<file path="config.mk">
export PLATFORM = sky130hd
export DESIGN_NAME = cell_scan_lookup_flat
export DESIGN_NICKNAME = d
export VERILOG_FILES = /design/src/rtl/cell_scan_lookup_if.sv /design/src/rtl/cell_scan_lookup.sv /design/src/flat_wrapper.sv
export SDC_FILE = /design/constraint.sdc
export NUM_CORES = 1
export LEC_CHECK = 0
export BUFFER_PORTS_ARGS = -buffer_cell sky130_fd_sc_hd__buf_2
export CAP_MARGIN = 5
export CORE_AREA = 2 2 112 114
export CTS_BUF_LIST = sky130_fd_sc_hd__clkbuf_8 sky130_fd_sc_hd__clkbuf_16
export CTS_CLUSTER_DIAMETER = 100
export DETAILED_ROUTE_END_ITERATION = 7
export DIE_AREA = 0 0 114 116
export PLACE_DENSITY = 0.67
export SYNTH_ARGS = -nofsm -noshare
export SYNTH_HDL_FRONTEND = slang
export SYNTH_SLANG_ARGS = --single-unit
export TNS_END_PERCENT = 100
</file>
<file path="constraint.sdc">
create_clock -name clk -period 4.39 [get_ports clk]
set_input_delay 0.439 -clock clk [delete_from_list [all_inputs] [get_ports clk]]
set_output_delay 0.439 -clock clk [all_outputs]
set_load 0.005 [all_outputs]
</file>
<file path="src/rtl/cell_scan_lookup_if.sv">
// Pixel-side bus of cell_scan_lookup: raster position and pixel strobe in,
// per-pixel cell lookup results out.
// With CELL_GRID_LINES_EN defined the bus also carries grid_line.
interface cell_scan_lookup_if #(
    parameter int CW = 10,
    parameter int SW = 5
);
    logic          pix_en;
    logic [CW-1:0] hc;
    logic [CW-1:0] vc;
    logic          cell_state;
    logic          in_grid;
    logic [SW-1:0] sub_x;
    logic [SW-1:0] sub_y;
`ifdef CELL_GRID_LINES_EN
    logic          grid_line;
`endif

    // Sync generator side
    modport master (
        output pix_en, hc, vc,
        input  cell_state, in_grid, sub_x, sub_y
`ifdef CELL_GRID_LINES_EN
        , input grid_line
`endif
    );

    // Lookup block side
    modport slave (
        input  pix_en, hc, vc,
        output cell_state, in_grid, sub_x, sub_y
`ifdef CELL_GRID_LINES_EN
        , output grid_line
`endif
    );
endinterface

</file>
<file path="src/rtl/cell_scan_lookup.sv">
// Maps the VGA raster position to a Game-of-Life board cell using incremental
// column/row and sub-cell counters, so the pixel path has no divide/multiply.
// Two-stage pipeline: stage 1 tracks position, stage 2 looks up the board.
// Optional macro CELL_GRID_LINES_EN adds a registered grid_line output and
// blanks cell_state on grid-line pixels.
module cell_scan_lookup #(
    parameter int H_OFFSET  = 224,
    parameter int V_OFFSET  = 35,
    parameter int CELL_SIZE = 30,
    parameter int COLS      = 16,
    parameter int ROWS      = 16,
    parameter int CW        = 10
) (
    input  logic                 clk,
    input  logic                 rst_n,
    input  logic [COLS*ROWS-1:0] board,
    cell_scan_lookup_if.slave    bus
);
    localparam int SW   = $clog2(CELL_SIZE);
    localparam int COLW = $clog2(COLS + 1);
    localparam int ROWW = $clog2(ROWS + 1);
    localparam int IW   = $clog2(COLS * ROWS);

    localparam logic [CW:0]     H_LO    = (CW+1)'(H_OFFSET);
    localparam logic [CW:0]     H_HI    = (CW+1)'(H_OFFSET + COLS * CELL_SIZE);
    localparam logic [CW:0]     V_LO    = (CW+1)'(V_OFFSET);
    localparam logic [CW:0]     V_HI    = (CW+1)'(V_OFFSET + ROWS * CELL_SIZE);
    localparam logic [SW-1:0]   PX_LAST = SW'(CELL_SIZE - 1);
    localparam logic [COLW-1:0] COL_SAT = COLW'(COLS);
    localparam logic [ROWW-1:0] ROW_SAT = ROWW'(ROWS);

    logic [SW-1:0]   px;
    logic [SW-1:0]   py;
    logic [COLW-1:0] col;
    logic [ROWW-1:0] row;
    logic            h_in;
    logic            v_in;
    logic            h_sync;
    logic            v_sync;

    logic [CW:0]     hc_x;
    logic [CW:0]     vc_x;
    logic            line_start;
    logic            frame_start;
    logic [IW-1:0]   idx;
    logic            cell_bit;

    assign hc_x        = {1'b0, bus.hc};
    assign vc_x        = {1'b0, bus.vc};
    assign line_start  = (bus.hc == CW'(H_OFFSET));
    assign frame_start = (bus.vc == CW'(V_OFFSET));
    assign idx         = IW'(row) * IW'(COLS) + IW'(col);
    assign cell_bit    = board[idx];

`ifdef CELL_GRID_LINES_EN
    localparam logic [CW:0] H_LAST = H_HI - (CW+1)'(1);
    localparam logic [CW:0] V_LAST = V_HI - (CW+1)'(1);

    logic h_last;
    logic v_last;
    logic on_line;

    assign on_line = (px == '0) || (py == '0) || h_last || v_last;
`endif

    // Stage 1: position tracking and range flags.
    // h_sync/v_sync keep a mid-frame reset from producing a bogus grid position:
    // the horizontal flag gates in_grid until the next line start, and the row
    // counters stay at 0 until the next first-grid line.
    always_ff @(posedge clk) begin
        if (!rst_n) begin
            px     <= '0;
            py     <= '0;
            col    <= '0;
            row    <= '0;
            h_in   <= 1'b0;
            v_in   <= 1'b0;
            h_sync <= 1'b0;
            v_sync <= 1'b0;
`ifdef CELL_GRID_LINES_EN
            h_last <= 1'b0;
            v_last <= 1'b0;
`endif
        end else if (bus.pix_en) begin
            h_in <= (hc_x >= H_LO) && (hc_x < H_HI) && (line_start || h_sync);
            v_in <= (vc_x >= V_LO) && (vc_x < V_HI);
`ifdef CELL_GRID_LINES_EN
            h_last <= (hc_x == H_LAST);
            v_last <= (vc_x == V_LAST);
`endif
            if (line_start) begin
                h_sync <= 1'b1;
                col    <= '0;
                px     <= '0;
            end else if (px == PX_LAST) begin
                px <= '0;
                if (col != COL_SAT) begin
                    col <= col + COLW'(1);
                end
            end else begin
                px <= px + SW'(1);
            end

            if (line_start) begin
                if (frame_start) begin
                    v_sync <= 1'b1;
                    row    <= '0;
                    py     <= '0;
                end else if (v_sync) begin
                    if (py == PX_LAST) begin
                        py <= '0;
                        if (row != ROW_SAT) begin
                            row <= row + ROWW'(1);
                        end
                    end else begin
                        py <= py + SW'(1);
                    end
                end
            end
        end
    end

    // Stage 2: board lookup and registered outputs
    always_ff @(posedge clk) begin
        if (!rst_n) begin
            bus.in_grid    <= 1'b0;
            bus.cell_state <= 1'b0;
            bus.sub_x      <= '0;
            bus.sub_y      <= '0;
`ifdef CELL_GRID_LINES_EN
            bus.grid_line  <= 1'b0;
`endif
        end else if (bus.pix_en) begin
            bus.in_grid <= h_in & v_in;
            bus.sub_x   <= px;
            bus.sub_y   <= py;
`ifdef CELL_GRID_LINES_EN
            bus.grid_line  <= h_in & v_in & on_line;
            bus.cell_state <= h_in & v_in & ~on_line & cell_bit;
`else
            bus.cell_state <= h_in & v_in & cell_bit;
`endif
        end
    end
endmodule

</file>
<file path="src/flat_wrapper.sv">
// flat-port wrapper written by rule: the top's interface ports become plain ports
module cell_scan_lookup_flat 
#(
    parameter int H_OFFSET  = 224,
    parameter int V_OFFSET  = 35,
    parameter int CELL_SIZE = 30,
    parameter int COLS      = 16,
    parameter int ROWS      = 16,
    parameter int CW        = 10
)
  (clk, rst_n, board, bus_pix_en, bus_hc, bus_vc, bus_cell_state, bus_in_grid, bus_sub_x, bus_sub_y);
  cell_scan_lookup_if #(.CW(CW), .SW(5)) bus_i ();
  input  logic clk;
  input  logic rst_n;
  input  logic [COLS*ROWS-1:0] board;
  input wire logic [$bits(bus_i.pix_en)-1:0] bus_pix_en;
  input wire logic [$bits(bus_i.hc)-1:0] bus_hc;
  input wire logic [$bits(bus_i.vc)-1:0] bus_vc;
  output wire logic [$bits(bus_i.cell_state)-1:0] bus_cell_state;
  output wire logic [$bits(bus_i.in_grid)-1:0] bus_in_grid;
  output wire logic [$bits(bus_i.sub_x)-1:0] bus_sub_x;
  output wire logic [$bits(bus_i.sub_y)-1:0] bus_sub_y;
  assign bus_i.pix_en = bus_pix_en;
  assign bus_i.hc = bus_hc;
  assign bus_i.vc = bus_vc;
  assign bus_cell_state = bus_i.cell_state;
  assign bus_in_grid = bus_i.in_grid;
  assign bus_sub_x = bus_i.sub_x;
  assign bus_sub_y = bus_i.sub_y;
  cell_scan_lookup #(.H_OFFSET(H_OFFSET), .V_OFFSET(V_OFFSET), .CELL_SIZE(CELL_SIZE), .COLS(COLS), .ROWS(ROWS), .CW(CW)) u_core (.clk(clk), .rst_n(rst_n), .board(board), .bus(bus_i));
endmodule
</file>
Yosys cells after proc, flatten, opt, wreduce, memory -nomap -nowiden
Index checks and enable logic that the tools add are counted.
{"block": "totals", "reg_bits": 36, "input_bits": 279, "elab_cells": 58}
{"block": "op_classes", "n_addsub": 5, "magnitude_cmp": 5, "n_eq_ne": 6, "muxes": 14, "bitwise_logic": 2, "reduce_logical": 14}
{"cell": "two-way mux 5 bit", "count": 12}
{"cell": "adder 5 x 1 -> 5 bit (second input constant)", "count": 4}
{"cell": "< comparator 10 bit (second input constant)", "count": 2}
{"cell": "equality test 10 x 6 -> 1 bit (second input constant)", "count": 1}
{"cell": "equality test 10 x 8 -> 1 bit (second input constant)", "count": 1}
{"cell": "equality test 5 bit (second input constant)", "count": 2}
{"cell": "greater-or-equal comparator 10 x 6 -> 1 bit (second input constant)", "count": 1}
{"cell": "greater-or-equal comparator 10 x 8 -> 1 bit (second input constant)", "count": 1}
{"cell": "!= test 5 bit (second input constant)", "count": 2}
{"cell": "nonzero test 2 bit", "count": 5}
{"cell": "< comparator 8 x 9 -> 1 bit (second input constant)", "count": 1}
{"cell": "AND reduction 3 bit", "count": 3}
{"cell": "adder 8 x 5 -> 8 bit", "count": 1}
{"cell": "binary-select mux 1 bit (select 8 bit)", "count": 1}
{"cell": "AND reduction 5 bit", "count": 1}
{"cell": "logical AND 1 bit", "count": 3}
{"cell": "bitwise AND 1 bit", "count": 2}
{"cell": "AND reduction 2 bit", "count": 1}
{"cell": "logical OR 1 bit", "count": 1}
{"cell": "two-way mux 1 bit", "count": 1}

Depth between registers and ports, before layout
{"block": "depth", "ltp_word": 5, "depth_mapped": 12}

Least setup slack after synthesis
OpenSTA, ideal clock, no wires.
{"block": "synth_timing", "kind": "register to register", "from": "register u_core.col[1]", "to": "register u_core.col[0]", "setup_ns": 0.076, "arrival_time_ns": 2.533, "setup_slack_ns": 1.781, "stages_incl_launch_ff": 12, "path_buffers": 5, "cell_sequence": "dfxtp_1 > buf_6 > buf_2 > buf_2 > buf_2 > buf_2 > inv_1 > ha_1 > a311oi_1 > o21ai_0 > or3_1 > a21boi_0"}
{"block": "synth_between", "elab_chain_cells": 3}
{"item": "from (decl)", "line_no": "cell_scan_lookup.sv:34", "text": "logic [COLW-1:0] col;"}
{"item": "from (signal assigned)", "line_no": "cell_scan_lookup.sv:98", "text": "col <= col + COLW'(1);"}
{"item": "!= test 5 bit", "line_no": "cell_scan_lookup.sv:97", "text": "if (col != COL_SAT) begin"}
{"item": "nonzero test 2 bit (no source line)"}
{"item": "AND reduction 3 bit (no source line)"}
No other way between the ends.
A chain may end at the register's enable or synchronous reset.

Worst setup path in the final report
{"block": "layout_timing", "from": "register u_core.col[1]", "to": "register u_core.bus.cell_state"}
{"block": "layout_between", "elab_chain_cells": 4}
{"item": "adder 8 x 5 -> 8 bit", "line_no": "cell_scan_lookup.sv:52", "text": "assign idx = IW'(row) * IW'(COLS) + IW'(col);"}
{"item": "binary-select mux 1 bit (select 8 bit)", "line_no": "cell_scan_lookup.sv:53", "text": "assign cell_bit = board[idx];"}
{"item": "two-way mux 1 bit (not written as such)", "line_no": "cell_scan_lookup.sv:53"}
{"item": "bitwise AND 1 bit", "line_no": "cell_scan_lookup.sv:141", "text": "bus.cell_state <= h_in & v_in & cell_bit;"}
{"item": "to (signal assigned)", "line_no": "cell_scan_lookup.sv:141"}
{"item": "to (decl)", "line_no": "cell_scan_lookup_if.sv:31", "text": "output cell_state, in_grid, sub_x, sub_y"}
No other way between the ends. The select of a mux whose other input is x is not followed.

==> summary.json <==
{
  "reg2reg_depth": 7,
  "drt_wl_total_um": 18000,
  "placementRows": 40,
  "io_buffers": 290,
  "number_of_instances_in_the_synthesized_netlist": 385,
  "dominantRegCellSynth": "dfxtp_1",
  "syn-mean-instance-area_um2": 10.3,
  "flow.area_growth_from_synthesis_pct": 42.4,
  "globalRouteOverflowTotal": 0,
  "timing.rr.end": "u_core.bus.cell_state",
  "netlist_area_um2": 3960,
  "layout.cells.most_common": "buf_2",
  "finalHoldViolations": 0,
  "status": "completed",
  "rsz0062_at_grt": "false",
  "floorplan.initialDensity_pct": 33.2,
  "critical_path.startpoint_type": "register",
  "r2r_slack_ns": 1.37,
  "worst-endpoint-arrival_ns": 3.18,
  "ioPinCount": 291,
  "drcViolationCount": 0,
  "endpoint": "u_core.bus.cell_state",
  "first_iter_violations": 300,
  "synth.distinct_cells": 56,
  "critical_path_class": "register to register",
  "vias": 4588,
  "grt_pass1_wl_um": 26400,
  "vdd_ir_drop_max_mv": 0.133,
  "wire_per_inst_um": 22.3,
  "clock_sink_count": 36,
  "final_core_area_utilization_pct": 47.3,
  "place_area_um2": 5460,
  "drt-vias-per-instance": 5.69,
  "timing.max_cap.violations": 0,
  "final_critical_path_required_period_ns": 3.02,
  "fin_tns_setup_ns": 0,
  "dp_hpwl_um": 15000,
  "mappedNetlistNets": 674,
  "skew_ns": 0.00904,
  "max_slew_margin_pct": 33.6,
  "worst-path-buf-inv": 1,
  "critical_path.startpoint": "u_core.col[1]",
  "cp-end-kind": "register",
  "critical-path-slowest-cell": "dfxtp_4",
  "synth_warnings": 0,
  "cts.repair_timing.setup_buffer_count": 0,
  "path_common_cell": "a22oi_1",
  "regArea_um2": 726,
  "crit_family": "flip-flops",
  "cts_inserted_buffers": 5,
  "fillers": 1157,
  "finalCritPeriodShare_pct": 68.9,
  "pre_cts_ws_ns": 1.34,
  "timing.critical_path.depth": 7,
  "routabilityCongestion": 0.984,
  "chip_height_um": 116,
  "grt_max_degree": 41,
  "final_cell_mix": "buf_2, mux4_2, mux2i_1, dfxtp_1, nand2_1",
  "critical_path_peak_fanout": 40,
  "static-leakage-power_nw": 2.47,
  "clockRootBuffer": "clkbuf_16",
  "design.final.nets": 942,
  "stdcell_area_um2": 5640,
  "clock.fmax_mhz": 331,
  "final-setup-viol-count": 0,
  "ys_seq_elements": 36,
  "antenna_found_initial": 5,
  "multi_input_area_um2": 3030,
  "firstDrtPassIters": 5,
  "route.antenna.remaining_nets": 0,
  "postLayoutSetupSlackWorst_ns": 1.37,
  "design.die.area_um2": 13200,
  "crit-reg2reg-launch": "u_core.col[1]",
  "layout-drive-gt1-share_pct": 53.2,
  "worstMarginPinSlew_ns": 0.993,
  "h_tree_depth": 2,
  "clk_pin_slew_worst_paths_ns": 0.06,
  "edff_count_synth": 0,
  "holdBufCountCts": 0,
  "slew_violations": 0,
  "power_per_cell_area_nw_per_um2": 170,
  "horizontal_die_dimension_um": 114,
  "required_ns": 4.55,
  "async_s_r_ff_share_synth_pct": 0,
  "ys_seq_area_share_pct": 18.2,
  "tritoncts": "built",
  "hold_class": "register to register",
  "worst_hold_slack_ns": 0.460,
  "cts_max_path_buffers": 2,
  "postCtsResizedCells": 0,
  "design.core.area_um2": 11900,
  "clk_latency_ns": 0.28,
  "track_usage_pct": 26.7,
  "crit_chain": "buf_4 > mux4_1 > a22oi_1 > nand2_1 > o311ai_0 > a22oi_1 > or4_1",
  "critPathMaxStageDelay_ns": 0.76,
  "grt_pass1_vias": 4849
}
==> state kept, by name, summed over array words and instances, names as in the netlist <==
signal                 count
u_core.col                 5
u_core.v_sync              1
u_core.bus.sub_x           5
u_core.px                  5
u_core.py                  5
u_core.bus.sub_y           5
u_core.v_in                1
u_core.bus.in_grid         1
u_core.h_in                1
u_core.bus.cell_state      1
u_core.h_sync              1
u_core.row                 5
==> power by group <==
part           switching (W)  total (W)  internal (W)
Combinational      0.0000884   0.000226      0.000138
Clock               0.000134   0.000398      0.000265
Sequential        0.00000342   0.000332      0.000329
Total               0.000226   0.000957      0.000731
==> worst register-to-register path: stages, from the launching register on <==
cell      delay [ns]
dfxtp_4         0.76
buf_4           0.48
mux4_1          0.38
a22oi_1         0.21
nand2_1         0.10
o311ai_0        0.33
a22oi_1         0.13
or4_1           0.53
==> logic make-up after synthesis <==
family                     share of synthesized area, %
DFF                                                18.2
adders and majority gates                          3.16
and+or+nand+nor                                    14.9
muxes                                              39.8
buffers and inverters                              5.18
AOI/OAI and AO/OA                                  15.9
xor gates and xnor gates                           2.88
==> cells in the mapped netlist (3+ instances only) <==
master / n / area share (%)
ha_1: 10 / 3.2
buf_6: 3 / 0.85
buf_2: 10 / 1.3
dfxtp_1: 36 / 18
nand3_1: 8 / 1.0
nand2b_1: 5 / 0.79
nor2b_1: 14 / 2.2
inv_1: 7 / 0.66
o22ai_1: 5 / 0.79
a211oi_1: 6 / 1.1
nor2_1: 19 / 1.8
xor2_1: 9 / 2.0
a21boi_0: 9 / 1.7
clkbuf_1: 15 / 1.4
mux4_2: 40 / 23
o211ai_1: 5 / 0.95
o221ai_1: 7 / 1.5
buf_1: 3 / 0.28
xnor2_1: 4 / 0.88
a22oi_1: 11 / 2.1
mux4_1: 10 / 6.6
a21oi_1: 7 / 0.88
o21a_1: 5 / 0.95
mux2i_1: 39 / 9.9
a22o_1: 4 / 0.88
nand3b_1: 5 / 0.95
nor3_1: 3 / 0.38
o21ai_0: 10 / 1.3
and3_1: 6 / 0.95
nand2_1: 27 / 2.6
nand4_1: 8 / 1.3
==> worst min path at each step <==
| stage | startpoint | end | slack [ns] | depth (start not counted) |
|---|---|---|---|---|
| floorplan | u_core.h_sync | u_core.h_sync | 0.44 | 2 |
| global route | u_core.h_sync | u_core.h_sync | 0.49 | 2 |
| finish | u_core.h_sync | u_core.h_sync | 0.46 | 2 |
| detailed placement | u_core.h_sync | u_core.h_sync | 0.45 | 2 |
| global placement | u_core.h_sync | u_core.h_sync | 0.45 | 2 |
| CTS | u_core.h_sync | u_core.h_sync | 0.46 | 2 |
==> per-stage QoR <==
step / cells / power, W
after CTS: 801 / 0.000960
after detailed placement: 793 / 0.000563
after floorplan: 385 / 0.000411
after global placement: 793 / 0.000559
after global routing: 805 / 0.000998
final: 806 / 0.000957
==> metal layers <==
| layer | track usage (%) | wire length (um) | vias to the layer above |
|---|---|---|---|
| met1 | 33.1 | 7370 | 2211 |
| li1 | - | - | 2088 |
| met3 | 5.70 | 1500 | 23 |
| met4 | 6.99 | 280 | 2 |
| met5 | 0 | 13 | - |
| met2 | 47.1 | 8810 | 264 |
==> final cells by class <==
type	count	area share, %
sequential	36	12.9
antenna	5	0.222
tap	147	3.26
clock inverter	3	0.688
multi-input combinational	308	53.8
clock buffer	5	2.22
inverter	9	0.599
timing repair buffer	293	26.4
(Power assumes the default switching activity.)
